===== src/rtl/key_bounce_gen.sv =====
// Push-button emulator: turns clean press/release commands into a bouncy key level.
// Define KEY_BOUNCE_DETERMINISTIC_EN to fix every bounce gap at MAX_GAP cycles.
module key_bounce_gen #(
    parameter int unsigned BOUNCE_TOGGLES = 4,
    parameter int unsigned MAX_GAP        = 3,
    parameter int unsigned SETTLE_CYCLES  = 5,
    parameter logic [15:0] LFSR_SEED      = 16'hACE1
) (
    input  logic clk,
    input  logic rst_n,
    input  logic cmd_valid,
    input  logic cmd_press,
    output logic cmd_ready,
    output logic key_out,
    output logic key_clean,
    output logic done
);

    localparam int unsigned EW = $clog2(2 * BOUNCE_TOGGLES + 2);
    localparam int unsigned GW = $clog2(MAX_GAP + 1);
    localparam int unsigned SW = $clog2(SETTLE_CYCLES + 1);

    localparam logic [EW-1:0] EDGES_INIT  = EW'(2 * BOUNCE_TOGGLES);
    localparam logic [SW-1:0] SETTLE_INIT = SW'(SETTLE_CYCLES);
    localparam logic [15:0]   SEED        = (LFSR_SEED == 16'h0000) ? 16'h0001 : LFSR_SEED;

    typedef enum logic [1:0] {
        IDLE,
        BOUNCE,
        SETTLE
    } state_t;

    state_t        state_q;
    logic [15:0]   lfsr_q;
    logic [15:0]   lfsr_d;
    logic [GW-1:0] gap_q;
    logic [GW-1:0] gap_d;
    logic [EW-1:0] edges_q;
    logic [SW-1:0] settle_q;
    logic          key_out_q;
    logic          key_clean_q;
    logic          done_q;
    logic          cmd_ready_q;

    // Galois form of x^16+x^14+x^13+x^11+1, shifting right.
    always_comb begin
        lfsr_d = {1'b0, lfsr_q[15:1]} ^ (lfsr_q[0] ? 16'hB400 : 16'h0000);
    end

`ifdef KEY_BOUNCE_DETERMINISTIC_EN
    always_comb begin
        gap_d = GW'(MAX_GAP);
    end
`else
    always_comb begin
        gap_d = GW'((32'(lfsr_q[GW-1:0]) % MAX_GAP) + 32'd1);
    end
`endif

    always_ff @(posedge clk) begin
        if (!rst_n) begin
            state_q     <= IDLE;
            lfsr_q      <= SEED;
            gap_q       <= '0;
            edges_q     <= '0;
            settle_q    <= '0;
            key_out_q   <= 1'b0;
            key_clean_q <= 1'b0;
            done_q      <= 1'b0;
            cmd_ready_q <= 1'b1;
        end else begin
            lfsr_q <= lfsr_d;
            done_q <= 1'b0;
            case (state_q)
                IDLE: begin
                    if (cmd_valid) begin
                        if (cmd_press == key_clean_q) begin
                            done_q <= 1'b1;
                        end else begin
                            key_clean_q <= cmd_press;
                            key_out_q   <= ~key_out_q;
                            edges_q     <= EDGES_INIT;
                            gap_q       <= gap_d;
                            cmd_ready_q <= 1'b0;
                            if (BOUNCE_TOGGLES == 0) begin
                                settle_q <= SETTLE_INIT;
                                state_q  <= SETTLE;
                            end else begin
                                state_q  <= BOUNCE;
                            end
                        end
                    end
                end
                BOUNCE: begin
                    // The edge fires on the cycle the counter sits at 1, so edges land exactly gap cycles apart.
                    if (gap_q <= GW'(1)) begin
                        key_out_q <= ~key_out_q;
                        edges_q   <= edges_q - EW'(1);
                        gap_q     <= gap_d;
                        if (edges_q == EW'(1)) begin
                            settle_q <= SETTLE_INIT;
                            state_q  <= SETTLE;
                        end
                    end else begin
                        gap_q <= gap_q - GW'(1);
                    end
                end
                SETTLE: begin
                    if (settle_q <= SW'(1)) begin
                        done_q      <= 1'b1;
                        cmd_ready_q <= 1'b1;
                        state_q     <= IDLE;
                    end else begin
                        settle_q <= settle_q - SW'(1);
                    end
                end
                default: begin
                    state_q     <= IDLE;
                    cmd_ready_q <= 1'b1;
                end
            endcase
        end
    end

    assign cmd_ready = cmd_ready_q;
    assign key_out   = key_out_q;
    assign key_clean = key_clean_q;
    assign done      = done_q;

endmodule


===== config.mk =====
export PLATFORM = sky130hd
export DESIGN_NAME = key_bounce_gen
export DESIGN_NICKNAME = d
export VERILOG_FILES = /design/src/rtl/key_bounce_gen.sv
export SDC_FILE = /design/constraint.sdc
export NUM_CORES = 1
export LEC_CHECK = 0
export BUFFER_PORTS_ARGS = -buffer_cell sky130_fd_sc_hd__buf_2
export CORE_ASPECT_RATIO = 2
export CORE_UTILIZATION = 46
export DETAILED_ROUTE_END_ITERATION = 10
export HOLD_SLACK_MARGIN = 0.05
export RECOVER_POWER = 50
export SLEW_MARGIN = 20
export SYNTH_ARGS = -nofsm -noshare
export SYNTH_HDL_FRONTEND = slang
export SYNTH_SLANG_ARGS = --single-unit

===== constraint.sdc =====
create_clock -name clk -period 1.7 [get_ports clk]
set_input_delay 0.255 -clock clk [delete_from_list [all_inputs] [get_ports clk]]
set_output_delay 0.255 -clock clk [all_outputs]
set_load 0.005 [all_outputs]

==> flow_summary.yaml <==
clock_network:
  cts.sinks: 31
  hold_buffers: 0
  postCtsSetupRepairBufs: 0
  cts_tree: "done"
  cts_root_buffer: "clkbuf_8"
  worstSkewPairLatency_ps: 280
  cts-htree-levels: 2
  cts_made_buffers: 5
  post_cts_resized: 0
  path_clk_slew_ps: 60
  clk_path_buf_depth: 2
setup_path:
  r2r_start: "state_q[0]$_SDFFE_PN0P_"
  setup.worst_path.end_class: "flop"
  rrSetupSlack_ps: 170
  cp-start-kind: "flop"
  crit_end: "edges_q[3]$_SDFFE_PN0P_"
  rr_endpoint: "edges_q[3]$_SDFFE_PN0P_"
  crit_fanout: 10
  cp.required_ps: 1910
  cp.arrival_ps: 1740
  startpoint: "state_q[0]$_SDFFE_PN0P_"
  crit_type: "flop to flop"
  reg2regPathDepth: 4
cells_and_area:
  finalInstanceArea_sq_um: 1400
  fill_cells: 254
  fin_util_pct: 54.6
  insertedDiodeCount: 0
  final_cells: 168
  nets: 148
  area_delta_synth_final_pct: 13.0
  drive_gt1_share_pct: 14.3
synthesis:
  synth_top_area_share_pct: 49.9
  syn_nets: 136
  synthCells: 127
  post_synth_mux_area_share_pct: 1.61
  yosysUniqueCellTypes: 32
  synth_area_leaders: "dfxtp_1, ha_1, and2_1"
  synth_xor_xnor_area_share_pct: 4.83
  yosys.area_share.simple_pct: 22.7
  synth_top_family_by_area: "simple AND/OR/NAND/NOR gates"
  synth_top_area_cell: "dfxtp_1"
  synth_warnings: 0
  synth.avg_cell_area_sq_um: 9.78
  synth_compound_area_share_pct: 11.3
  ys_ff_latch: 31
  yosysSeqAreaShare_pct: 49.9
  synth_adder_area_share_pct: 5.04
  syn-cell-area_sq_um: 1240
timing:
  fin_crit_ps: 1530
  fmax_mhz: 652
  maxSlewViolCount: 0
  slew_headroom_pct: 74.9
  rsz0062_at_grt: "false"
  finalSetupViolations: 0
  fin_skew_ps: 7.51
  worstMarginPinSlew_ps: 371
  final-hold-violation-count: 0
  period_share_pct: 90.2
  tns_ps: 0
drt:
  drt_iter0_markers: 15
  drc: 0
  ant_nets: 0
  routed_wl_um: 2160
  via_per_inst: 5.29
  first_pass_iters: 4
  wire_per_inst_um: 12.9
  vias: 889
run_status:
  status: "finished, final reports clean"
die:
  row_count: 26
  io_pins: 8
  die_h_um: 75.5
  start_util_pct: 48.3
  core_sq_um: 2570
  die-area_sq_um: 2930
  die_w_um: 38.8
grt:
  grt_pass1_wl_um: 3690
  busiest_layer: "met2"
  grt_use_total_pct: 18.7
  met1_usage_pct: 19.6
  first_global_vias: 871
  antenna_found_initial: 0
  grt_overflow: 0
  grt_max_degree: 23
  grt_util_met2_pct: 31.1
  use_met3_pct: 7.00
power:
  p_seq_share_pct: 50.0
  p_per_area_nw_per_um2: 1180
  p_total_uw: 1660
  swShare_pct: 24.3
  switching_power_uw: 404
  vdd_drop_max_mv: 0.817
  p_leak_uw: 0.000581
  p_int_uw: 1260
  power_frac_comb_pct: 12.3
  p_clk_share_pct: 37.7
placed_design:
  gp_congestion: 0.694
  placedCellCount: 160
  portBuffers: 7
  placed_cell_area_sq_um: 1300
  dp_hpwl_um: 1510
hold_path:
  min_path_type: "input pin to flop"
flow_run:
  max_cap_viol_count: 0
[area by class of cell]
cell class / instances / area (sq um) / share of cell area [%]
tap: 28 / 35.0 / 2.50
clock buffer: 8 / 100 / 7.13
inverter: 9 / 33.8 / 2.41
timing repair buffer: 9 / 50.0 / 3.57
multi-input combinational: 83 / 564 / 40.2
sequential: 31 / 621 / 44.2
[cell families (layout without fill, tap and decap cells)]
group                      after synthesis  in the layout
AOI/OAI and AO/OA                       22             22
buffers and inverters                   13             26
DFF                                     31             31
xor gates and xnor gates                 6              6
and+or+nand+nor                         48             48
muxes                                    2              2
adders and majority gates                5              5
[cell usage after synthesis]
library cell and instances:
nand3b_1 1, a21oi_2 1, o21ai_0 5, and2_1 8, xor2_1 1, o21a_1 2, a2111oi_0 1, ha_1 5
xnor2_1 4, o31ai_1 1, nor2b_1 1, buf_6 1, dfxtp_1 31, xor2_2 1, nor4bb_1 1, nor3b_1 3
buf_2 1, a31oi_1 3, or2b_1 1, mux2i_1 2, nor4b_1 1, a21oi_1 7, o221a_2 1, nor2_1 7
nand2_1 8, clkbuf_1 2, inv_1 9, nor3b_4 1, nand2b_1 6, nor3_1 5, or3_1 5, o211a_1 1
[per-layer routing]
metal	part of all wire [%]	vias up
met4	2.8	0
met2	53	10
met5	0	-
li1	-	450
met1	41	423
met3	2.9	6
[critical path, stage by stage (launching register included)]
cell and delay [ps]:
dfxtp_1 400, nor3b_4 340, a21oi_2 170, or3_1 370, a31oi_1 170
[worst min-delay path by stage]
stage / from / endpoint / slack, ps / cells after the start
floorplan: rst_n / lfsr_q[5]$_SDFF_PN1_ / 330 / 1
global placement: lfsr_q[6]$_SDFF_PN1_ / lfsr_q[5]$_SDFF_PN1_ / 390 / 1
detailed placement: lfsr_q[6]$_SDFF_PN1_ / lfsr_q[5]$_SDFF_PN1_ / 390 / 1
CTS: cmd_press / key_clean$_SDFFE_PN0P_ / 260 / 3
global route: cmd_press / key_clean$_SDFFE_PN0P_ / 340 / 3
finish: cmd_press / key_clean$_SDFFE_PN0P_ / 260 / 3
[registers in the layout, summed over array words and instances (netlist names)]
signal / flops
lfsr_q: 16
edges_q: 4
settle_q: 3
gap_q: 2
state_q: 2
cmd_ready: 1
done: 1
key_clean: 1
key_out: 1
[per-stage QoR]
| stage | hold slack, ps | worst slack [ps] |
|---|---|---|
| 6_report | 265 | 166 |
| 5_1_grt | 339 | 25.4 |
| 4_1_cts | 265 | 151 |
| 3_5_place_dp | 392 | 168 |
| 3_3_place_gp | 393 | 213 |
| 2_1_floorplan | 328 | 329 |
[power by group through the flow]
stage,clock [uW],combinational [uW],sequential [uW]
finish,626,204,829
global route,673,232,837
CTS,644,207,830
detailed placement,0,205,845
global placement,0,200,844
floorplan,0,163,833
[layout by cell type, fill, tap and decap left out, types with 3 or more instances in the layout]
| cell type | Yosys | final |
|---|---|---|
| nand2_1 | 8 | 8 |
| or3_1 | 5 | 5 |
| inv_1 | 9 | 9 |
| a31oi_1 | 3 | 3 |
| nor3b_1 | 3 | 3 |
| o21ai_0 | 5 | 5 |
| ha_1 | 5 | 5 |
| buf_2 | 1 | 7 |
| nand2b_1 | 6 | 6 |
| and2_0 | 0 | 3 |
| and2_1 | 8 | 5 |
| nor2_1 | 7 | 7 |
| xnor2_1 | 4 | 4 |
| clkbuf_8 | 0 | 7 |
| a21oi_1 | 7 | 7 |
| nor3_1 | 5 | 5 |
| dfxtp_1 | 31 | 31 |
(Power assumes the default switching activity.)
